File: src/rtl/keypad_scanner_if.sv
// Keypad-side and key-event signals of the 4x4 matrix scanner.
// The master modport is the scanner; the slave is the keypad/consumer side.
`timescale 1ns/1ps
interface keypad_scanner_if;
  logic [3:0] row_n;
  logic [3:0] col_n;
  logic [3:0] key_code;
  logic       key_valid;
  logic       key_held;

  modport master (
    input  row_n,
    output col_n,
    output key_code,
    output key_valid,
    output key_held
  );

  modport slave (
    output row_n,
    input  col_n,
    input  key_code,
    input  key_valid,
    input  key_held
  );
endinterface

File: src/rtl/keypad_scanner.sv
// 4x4 matrix keypad scanner: strobes one active-low column at a time, debounces
// press and release of a single key and reports its {col,row} code.
`timescale 1ns/1ps
module keypad_scanner #(
  parameter int SCAN_CYCLES     = 1000,
  parameter int DEBOUNCE_CYCLES = 10000
) (
  input  logic              clk,
  input  logic              rst,
  keypad_scanner_if.master  kp
);

  localparam int SW = (SCAN_CYCLES > 1) ? $clog2(SCAN_CYCLES) : 1;
  localparam int DW = (DEBOUNCE_CYCLES > 1) ? $clog2(DEBOUNCE_CYCLES) : 1;
  localparam logic [SW-1:0] SCAN_LAST = SW'(SCAN_CYCLES - 1);
  localparam logic [DW-1:0] DEB_LAST  = DW'(DEBOUNCE_CYCLES - 1);

  typedef enum logic [1:0] {
    SCAN     = 2'd0,
    DEBOUNCE = 2'd1,
    PRESSED  = 2'd2,
    RELEASE  = 2'd3
  } state_t;

  state_t          r_state;
  logic [3:0]      r_sync1;
  logic [3:0]      r_rows_s;
  logic [1:0]      r_col_idx;
  logic [SW-1:0]   r_scan_cnt;
  logic [DW-1:0]   r_deb_cnt;
  logic [1:0]      r_col_lat;
  logic [1:0]      r_row_lat;
  logic [3:0]      r_col_n;
  logic [3:0]      r_key_code;
  logic            r_key_valid;
  logic            r_key_held;

  logic [1:0]      w_low_row;
  logic [1:0]      w_col_inc;
  logic [3:0]      w_col_n_inc;
  logic            w_lat_row;

  // Lowest-index low row wins when several rows of the column are pressed.
  always_comb begin
    w_low_row = 2'd3;
    for (int i = 3; i >= 0; i--) begin
      if (!r_rows_s[i]) begin
        w_low_row = 2'(i);
      end
    end
  end

  assign w_col_inc   = r_col_idx + 2'd1;
  assign w_col_n_inc = ~(4'b0001 << w_col_inc);
  assign w_lat_row   = r_rows_s[r_row_lat];

  always_ff @(posedge clk) begin
    if (rst) begin
      r_state     <= SCAN;
      r_sync1     <= 4'hF;
      r_rows_s    <= 4'hF;
      r_col_idx   <= 2'd0;
      r_scan_cnt  <= '0;
      r_deb_cnt   <= '0;
      r_col_lat   <= 2'd0;
      r_row_lat   <= 2'd0;
      r_col_n     <= 4'b1110;
      r_key_code  <= 4'd0;
      r_key_valid <= 1'b0;
      r_key_held  <= 1'b0;
    end else begin
      r_sync1     <= kp.row_n;
      r_rows_s    <= r_sync1;
      r_key_valid <= 1'b0;

      case (r_state)
        SCAN: begin
          if (r_scan_cnt == SCAN_LAST) begin
            if (r_rows_s != 4'hF) begin
              r_col_lat <= r_col_idx;
              r_row_lat <= w_low_row;
              r_deb_cnt <= '0;
              r_state   <= DEBOUNCE;
            end else begin
              r_col_idx  <= w_col_inc;
              r_col_n    <= w_col_n_inc;
              r_scan_cnt <= '0;
            end
          end else begin
            r_scan_cnt <= r_scan_cnt + SW'(1);
          end
        end

        DEBOUNCE: begin
          if (w_lat_row) begin
            r_col_idx  <= w_col_inc;
            r_col_n    <= w_col_n_inc;
            r_scan_cnt <= '0;
            r_state    <= SCAN;
          end else if (r_deb_cnt == DEB_LAST) begin
            r_key_code  <= {r_col_lat, r_row_lat};
            r_key_valid <= 1'b1;
            r_key_held  <= 1'b1;
            r_state     <= PRESSED;
          end else begin
            r_deb_cnt <= r_deb_cnt + DW'(1);
          end
        end

        PRESSED: begin
          if (w_lat_row) begin
            r_deb_cnt <= '0;
            r_state   <= RELEASE;
          end
        end

        RELEASE: begin
          // A re-press before the release settles resumes the same hold silently.
          if (!w_lat_row) begin
            r_state <= PRESSED;
          end else if (r_deb_cnt == DEB_LAST) begin
            r_key_held <= 1'b0;
            r_col_idx  <= w_col_inc;
            r_col_n    <= w_col_n_inc;
            r_scan_cnt <= '0;
            r_state    <= SCAN;
          end else begin
            r_deb_cnt <= r_deb_cnt + DW'(1);
          end
        end

        default: r_state <= SCAN;
      endcase
    end
  end

  assign kp.col_n     = r_col_n;
  assign kp.key_code  = r_key_code;
  assign kp.key_valid = r_key_valid;
  assign kp.key_held  = r_key_held;

endmodule

File: src/flat_wrapper.sv
// flat-port wrapper written by rule: the top's interface ports become plain ports
module keypad_scanner_flat 
#(
  parameter int SCAN_CYCLES     = 1000,
  parameter int DEBOUNCE_CYCLES = 10000
)
  (clk, rst, kp_row_n, kp_col_n, kp_key_code, kp_key_valid, kp_key_held);
  keypad_scanner_if kp_i ();
  input  logic clk;
  input  logic rst;
  input wire logic [$bits(kp_i.row_n)-1:0] kp_row_n;
  output wire logic [$bits(kp_i.col_n)-1:0] kp_col_n;
  output wire logic [$bits(kp_i.key_code)-1:0] kp_key_code;
  output wire logic [$bits(kp_i.key_valid)-1:0] kp_key_valid;
  output wire logic [$bits(kp_i.key_held)-1:0] kp_key_held;
  assign kp_i.row_n = kp_row_n;
  assign kp_col_n = kp_i.col_n;
  assign kp_key_code = kp_i.key_code;
  assign kp_key_valid = kp_i.key_valid;
  assign kp_key_held = kp_i.key_held;
  keypad_scanner #(.SCAN_CYCLES(SCAN_CYCLES), .DEBOUNCE_CYCLES(DEBOUNCE_CYCLES)) u_core (.clk(clk), .rst(rst), .kp(kp_i));
endmodule
File: config.mk
export PLATFORM = sky130hd
export DESIGN_NAME = keypad_scanner_flat
export DESIGN_NICKNAME = d
export VERILOG_FILES = /design/src/rtl/keypad_scanner_if.sv /design/src/rtl/keypad_scanner.sv /design/src/flat_wrapper.sv
export SDC_FILE = /design/constraint.sdc
export NUM_CORES = 1
export LEC_CHECK = 0
export ABC_AREA = 1
export ABC_CLOCK_PERIOD_IN_PS = 2300
export CAP_MARGIN = 25
export CORE_ASPECT_RATIO = 1.25
export CORE_MARGIN = 4
export CORE_UTILIZATION = 52
export CTS_BUF_LIST = sky130_fd_sc_hd__clkbuf_4 sky130_fd_sc_hd__clkbuf_8 sky130_fd_sc_hd__clkbuf_16
export DETAILED_ROUTE_END_ITERATION = 16
export PLACE_DENSITY = 0.77
export SYNTH_ARGS = -nofsm -noshare
export SYNTH_HDL_FRONTEND = slang
export SYNTH_SLANG_ARGS = --single-unit
File: constraint.sdc
create_clock -name clk -period 2.3 [get_ports clk]
set_clock_uncertainty 0.15 [all_clocks]
set_input_delay 0.23 -clock clk [delete_from_list [all_inputs] [get_ports clk]]
set_output_delay 0.23 -clock clk [all_outputs]
set_load 0.005 [all_outputs]
Word level (Yosys, flattened, before mapping)
Index checks and enable logic that the tools add are counted.
{"block": "word_totals", "ff_bits": 50, "latchBits": 0, "mem_bits_rw": 0, "romBits": 0, "input_bits": 6, "output_inout_bits": 10, "wordCells": 93, "memories": 0}
{"block": "op_classes", "addsub": 3, "n_mul": 0, "n_div": 0, "n_lt_le_gt_ge": 1, "eq_ne": 18, "n_shift": 1, "muxes": 44, "bitwise_logic": 3, "reduce_logical": 11}
{"operator": "two-way mux 14 bit", "count": 6}
{"operator": "case mux 14 bit (4 select lines)", "count": 1}
{"operator": "two-way mux 10 bit", "count": 5}
{"operator": "case mux 10 bit (3 select lines)", "count": 1}
{"operator": "two-way mux 2 bit", "count": 14}
{"operator": "two-way mux 4 bit", "count": 5}
{"operator": "AND reduction 5 bit", "count": 4}
{"operator": "adder 14 x 1 -> 14 bit, second input constant", "count": 1}
{"operator": "equality test 14 bit, second input constant", "count": 1}
{"operator": "inequality test 2 x 1 -> 1 bit, second input constant", "count": 7}
{"operator": "case mux 4 bit (3 select lines)", "count": 1}
{"operator": "adder 10 x 1 -> 10 bit, second input constant", "count": 1}
{"operator": "equality test 10 bit, second input constant", "count": 1}
{"operator": "case mux 2 bit (4 select lines)", "count": 1}
{"operator": "two-way mux 1 bit", "count": 7}
{"operator": "inequality test 3 bit, second input constant", "count": 2}
{"operator": "case mux 2 bit (3 select lines)", "count": 1}
{"operator": "AND reduction 3 bit", "count": 2}
{"operator": "AND reduction 6 bit", "count": 1}
{"operator": "equality test 2 bit, second input constant", "count": 2}
{"operator": "inequality test 2 bit, second input constant", "count": 2}
{"operator": "inequality test 4 bit, second input constant", "count": 1}
{"operator": "inverter 4 bit", "count": 1}
{"operator": "<< shifter 1 x 2 -> 4 bit, first input constant", "count": 1}
{"operator": "other kinds (11)", "count": 12}

Longest topological paths before layout
{"block": "logic_depth", "word_depth": 6, "mapped_depth": 11, "mapped_depth_nobuf": 11}

Least setup slack after synthesis
Ideal clock, no wire load.
{"block": "synth_path", "kind": "reg-to-reg", "start": "reg u_core.r_scan_cnt[0]", "end": "reg u_core.r_deb_cnt[6]", "setup_time_ns": 0.132, "t_arrival_ns": 1.562, "t_required_ns": 2.018, "slack_ns": 0.456, "stages_incl_launch_ff": 12, "n_path_buf": 1, "period_less_slack_ns": 1.844, "cell_sequence": "dfxtp_1 > ha_1 > nand2_2 > nor2_4 > nand2_4 > nand2_2 > inv_1 > nor2_1 > nand2_4 > buf_6 > nand2_1 > a21oi_1"}
{"block": "synth_via", "elab_chain_cells": 3}
{"element": "start: declaration", "line": "keypad_scanner.sv:29", "text": "logic [SW-1:0] r_scan_cnt;"}
{"element": "start signal: assignment", "line": "keypad_scanner.sv:90", "text": "r_scan_cnt <= r_scan_cnt + SW'(1);"}
{"element": "equality test 10 bit", "line": "keypad_scanner.sv:78", "text": "if (r_scan_cnt == SCAN_LAST) begin"}
{"element": "inequality test 2 x 1 -> 1 bit (no source line)"}
{"element": "AND reduction 5 bit (no source line)"}
{"element": "end signal: assignment", "line": "keypad_scanner.sv:106", "text": "r_deb_cnt <= r_deb_cnt + DW'(1);"}
{"element": "end signal: assignment", "line": "keypad_scanner.sv:128", "text": "r_deb_cnt <= r_deb_cnt + DW'(1);"}
{"element": "end: declaration", "line": "keypad_scanner.sv:30", "text": "logic [DW-1:0] r_deb_cnt;"}
No other way between the ends.
A chain may end at the register's enable or synchronous reset.

Final worst setup path
{"block": "layout_path", "start": "reg u_core.r_scan_cnt[0]", "end": "reg u_core.r_deb_cnt[1]"}
Same word-level chain as after synthesis.

==> reports/metrics.yaml <==
drt:
  route.vias.total: 2489
  ant_nets: 0
  post_drt_wl_per_cell_um: 11.5
  route.detailed.vias_per_inst: 5.11
  drt-pass1-iter-count: 4
  detail_route.iter0.violations: 165
  post-route-drc-count: 0
  wl_mm: 5.60
cts:
  post_cts_buffers: 0
  path_clk_slew_ps: 90
  clock_path_buffers: 2
  cts_htree_levels: 2
  clock-root-buffer: "sky130_fd_sc_hd__clkbuf_8"
  cts_resized: 0
  cts_num_sinks: 50
  tritoncts: "built"
  clk_latency_worst_skew_pair_ps: 300
  post_cts_hold_buffer_count: 0
  numCtsBuffers: 5
power_and_ir_drop:
  seq_power_share_pct: 56.3
  power_switching_share_pct: 20.5
  power-per-cell-area_nw_per_um2: 522
  cellInternalPower_mw: 1.25
  power.static_leakage_nw: 1.21
  net-switching-power_mw: 0.322
  ir_worst_vdd_v: 0.000326
  comb_power_share_pct: 3.7
  power_frac_clock_pct: 40.0
worst_setup_path:
  worstPathBufferInverterCount: 0
  setup.worst_path.end_class: "flop"
  cpLargestDelayFamily: "simple AND/OR/NAND/NOR gates"
  worst_path_max_delay_cell: "sky130_fd_sc_hd__dfxtp_1"
  cp_slowest_stage_delay_ps: 460
  cp.required_ps: 2330
  startpoint_type: "flop"
  timing.critical_path.arrival_ps: 2120
  critical_path.max_fanout: 15
  timing.critical_path.cells: "ha_1, nand2_2, nor2_4, nand2_4, nand2_2, nand3_2, nor2_4, nand2_1, nand2_1, nor2_1"
  criticalPathCategory: "flop to flop"
synthesis:
  synthTopCellsByArea: "sky130_fd_sc_hd__dfxtp_1 (37%), sky130_fd_sc_hd__nand2_1 (16%), sky130_fd_sc_hd__nor2_1 (8.4%), sky130_fd_sc_hd__nand3_1 (7.1%), sky130_fd_sc_hd__a21oi_1 (5.2%)"
  mappedNetlistArea_um2: 2690
  post_synth.cell_area_avg_um2: 6.60
  synth_sequential_area_ratio_pct: 37.2
  post_synth_inst_count: 408
  post-synth-top-area-cell: "sky130_fd_sc_hd__dfxtp_1"
  synthesis.nets: 420
  ys_types: 29
  ys_ff_latch: 50
  synthesis.yosys.warnings: 0
  synth_top_area_share_pct: 37.2
place:
  gp_congestion: 0.887
  hpwlAfterDp_mm: 4.08
  numPortBuffers: 15
hold_path:
  hold_path.class: "flop to flop"
sta:
  timing.final.crit_period_ps: 2090
  final.period_utilization_pct: 90.8
  slew_viol_final: 0
  hold_slack_ps: 259
  max-slew-margin-rel_pct: 64.0
  setup-violations-final: 0
  max_freq_ghz: 0.479
  timing_hold_violations_final: 0
  rsz0062_at_grt: "no"
  setup-tns-final_ps: 0
  max_slew.worst_pin.slew_ps: 537
flow_run:
  maxCapViolations: 0
floorplan:
  die-width_um: 72.4
  design.die.area_um2: 6400
  dieHeight_um: 88.5
  initial_core_util_pct: 53.4
  core.rowCount: 29
  io_pins: 16
  core_area_um2: 5040
final_layout:
  areaGrowthSynthToFinish_pct: 11.7
  antennaDiodeCount: 0
  drive_above_1_share_pct: 11.1
  most-common-layout-cells: "sky130_fd_sc_hd__nand2_1 (115), sky130_fd_sc_hd__nor2_1 (60), sky130_fd_sc_hd__dfxtp_1 (50)"
  final_nets: 436
  final_common_cell: "sky130_fd_sc_hd__nand2_1"
grt:
  grt_antenna_before_repair: 0
  grt_pass1_wl_mm: 9.50
  grt_pass1_vias: 2275
  globalRouteOverflowTotal: 0
  overall_global_routing_usage_pct: 18.6
  grt_max_degree: 34
run_status:
  status: "complete, no violations"
power groups by stage:
stage	Combinational, mW	Sequential [mW]	Clock [mW]
global placement	0.0579	0.904	0
CTS	0.0588	0.885	0.649
global route	0.0671	0.886	0.682
detailed placement	0.0585	0.905	0
finish	0.0584	0.885	0.628
floorplan	0.0404	0.903	0
metal layers:
| metal | track usage (%) | vias to the layer above | wire (um) |
|---|---|---|---|
| li1 | - | 1326 | - |
| met1 | 19.3 | 1132 | 2440 |
| met2 | 35.5 | 21 | 2930 |
| met3 | 3.18 | 10 | 115 |
| met4 | 9.23 | 0 | 124 |
| met5 | 0 | - | 0 |
state kept, by name, indices dropped and copies added, names as in the netlist, named ones only:
name and cells:
u_core.kp.col_n 4, u_core.kp.key_code 4, u_core.kp.key_held 1, u_core.kp.key_valid 1, u_core.r_col_idx 2, u_core.r_col_lat 2, u_core.r_deb_cnt 14, u_core.r_row_lat 2
u_core.r_rows_s 4, u_core.r_scan_cnt 10, u_core.r_state 1, u_core.r_sync1 4
final cells by class:
type | instances | area, um2
Clock buffer | 7 | 83.8
Clock inverter | 1 | 30.0
Fill cell | 488 | 2040
Inverter | 40 | 150
Multi-Input combinational cell | 309 | 1490
Sequential cell | 50 | 1000
Tap cell | 62 | 77.6
Timing Repair Buffer | 18 | 173
metrics by stage:
stage	instances	setup WS [ps]	instance area [um2]	utilization (%)	total power, mW
after floorplan	408	456	2690	-	0.943
final	487	212	3010	59.6	1.57
after CTS	487	223	3010	59.6	1.59
after global placement	479	326	2890	57.4	0.962
after global routing	487	60.8	3010	59.6	1.64
after detailed placement	479	254	2890	57.4	0.964
synth_stat cells (all sizes together):
master	instances
nand2	122
clkbuf	7
nand4	5
clkinv	1
ha	6
nand3b	1
nor3	2
nand3	41
nor2	70
nor3b	1
xor2	5
o21bai	1
a211oi	1
xnor2	2
dfxtp	50
or2	8
a21oi	29
inv	39
o21ai	14
buf	2
o211ai	1
logic make-up after synthesis:
kind of cell / share of synthesized area, %
adders and majority gates: 2.79
and+or+nand+nor: 41.4
AOI/OAI and AO/OA: 8.97
DFF: 37.2
buffers and inverters: 7.39
xor gates and xnor gates: 2.28
path summary, 6_finish.rpt:
kind | start | end | slack [ps] | depth (start not counted)
setup / recovery | u_core.r_scan_cnt[0] | u_core.r_deb_cnt[1] | 210 | 10
hold / removal | u_core.r_sync1[3] | u_core.r_rows_s[3] | 260 | 1
setup reg to reg | u_core.r_scan_cnt[0] | u_core.r_deb_cnt[1] | 210 | 10
hold reg to reg | u_core.r_sync1[3] | u_core.r_rows_s[3] | 260 | 1
(Power assumes the default switching activity.)
==> RTL edit (same settings) <==
The 4 states of `state_t` get a one-hot encoding in 4 bits.
--- a/src/rtl/keypad_scanner.sv
+++ b/src/rtl/keypad_scanner.sv
@@ -17,7 +17,7 @@
 
-  typedef enum logic [1:0] {
-    SCAN     = 2'd0,
-    DEBOUNCE = 2'd1,
-    PRESSED  = 2'd2,
-    RELEASE  = 2'd3
+  typedef enum logic [3:0] {
+    SCAN     = 4'b0001,
+    DEBOUNCE = 4'b0010,
+    PRESSED  = 4'b0100,
+    RELEASE  = 4'b1000
   } state_t;
Function: no difference found for any inputs over 10 cycles, from zero or initial values and one cycle with rst high; not proved beyond that.
==> RTL edit against the original RTL <==
Via count increased by 14%. Hold slack improved by 0.012 ns. Cell area increased by 9.9%. Fmax increased by 1.1%. Cell count rose by 9.4%. Die area rose by 11%. Setup slack better by 0.022 ns. Area after synthesis rose by 12%. Routed wire length grew 15%. First-iteration DRC count down 1.8%. Sequential cell count increased by 2. Critical path type unchanged. Critical endpoint is now u_core.kp.col_n[3]$_SDFFE_PP1P_. Largest cell class unchanged.
Power is not compared: it rests on default switching activity, and its combinational part moved more than twofold at a synthesized area within 25%.
==> RTL edit: results (changes against the original RTL) <==
| Metric | Value |
|---|---|
| Placed inst area | `3217 um^2 (+11%)` |
| Cell variety after synth | `31 (+6.9%)` |
| Post-route setup slack | `0.2342 ns (+0.02218 ns)` |
| Post-Synth XOR/XNOR Area | `2.026% (-0.25 points)` |
| Fin nets | `480 (+10%)` |
| DR pass1 iterations | `4 (unchanged)` |
| RR Endpoint | `u_core.kp.col_n[3]$_SDFFE_PP1P_` |
| Hold slack | `0.2713 ns (+0.01220 ns)` |
| H-Tree Depth | `2 (unchanged)` |
| Hold path depth | `1 (unchanged)` |
| All-layer global routing usage | `19.04% (+0.43 points)` |
| Placed instance count | `525 (+9.6%)` |
| Vias in the first global route | `2664 (+17%)` |
| Compound-cell area share of the yosys netlist | `9.177% (+0.21 points)` |
| Post-CTS Setup Repair Bufs | `0 (unchanged)` |
| Critical-path top delay cell | `dfxtp_1` |
| Vias | `2836 (+14%)` |
| Setup crit start | `u_core.r_scan_cnt[0]$_SDFFE_PP0P_` |
| Clock Path Buffers | `2 (unchanged)` |
| Number of cells on the worst reg-to-reg path | `10 (unchanged)` |
| HPWL after DPL | `4821 um (+18%)` |
| Async S/R FF share, synth | `0% (unchanged)` |
| Max incr delay on CP | `0.42 ns (-0.04 ns)` |
| Max_slew headroom | `69.76% (+5.8 points)` |
| Layout cells sized above 1 | `13.22% (+2.2 points)` |
| Antenna cells | `0 (unchanged)` |
| 1st-iter DRT viols | `162 (-1.8%)` |
| Yosys warning total | `0 (unchanged)` |
| Outcome | `completed` |
| Final RePlAce weighted congestion | `0.9130 (+2.9%)` |
| Port buffer count | `15 (unchanged)` |
| Syn avg cell area | `6.681 um^2 (+1.2%)` |
| Clock buffer count from CTS | `5 (unchanged)` |
| Routed wire length | `6453 um (+15%)` |
| Post-synthesis adder-cell area fraction | `2.480% (-0.31 points)` |
| Pin count of the biggest net entering global routing | `22 (-35%)` |
| Crit-path max FO | `9 (-6)` |
| CP top delay family | `simple AND/OR/NAND/NOR gates` |
| Final hold viol count | `0 (unchanged)` |
| First-pass GRT wire length | `11380 um (+20%)` |
| Worst min path class | `reg -> reg` |
| WL/cell | `12.11 um (+5.2%)` |
| Sequential-to-total area share from yosys stat | `34.39% (-2.8 points)` |
| Worst IR Drop VDD | `0.0004535 V` |
| Syn Nets | `465 (+11%)` |
| CTS root buf | `clkbuf_8` |
| Pre-CTS setup slack | `0.2580 ns (+0.004094 ns)` |
| Post-synthesis mux area share | `0% (unchanged)` |
| Top cells by count, synth | `nand2_1, nor2_1, dfxtp_1` |
| Synth top area cells | `dfxtp_1, nand2_1, nand3_1, nor2_1, inv_1` |
| Filler Cells Inserted | `536 (+9.8%)` |
| Initial antenna violation count | `0 (unchanged)` |
-- RTL edit: power groups by stage --
stage	Sequential (mW)	Clock (mW)	Combinational, mW
finish	1.01	0.525	0.518
global route	1.01	0.576	0.578
CTS	1.01	0.538	0.520
detailed placement	1.03	0	0.516
global placement	1.02	0	0.507
floorplan	1.02	0	0.404
-- RTL edit: cell type report --
class | count | area [um^2] | share of cell area [%]
clock buffer | 5 | 68.82 | 2.081
clock inverter | 3 | 21.27 | 0.6432
inverter | 44 | 165.2 | 4.994
multi-input combinational | 343 | 1728 | 52.25
sequential | 52 | 1041 | 31.48
tap | 64 | 80.08 | 2.421
timing repair buffer | 22 | 202.7 | 6.129
-- RTL edit: routing by layer --
metal | global-route usage, % | part of all wire, %
met1 | 20.12 | 42
met2 | 36.95 | 51
met3 | 3.757 | 4.5
met4 | 7.100 | 2.0
met5 | 0 | 0
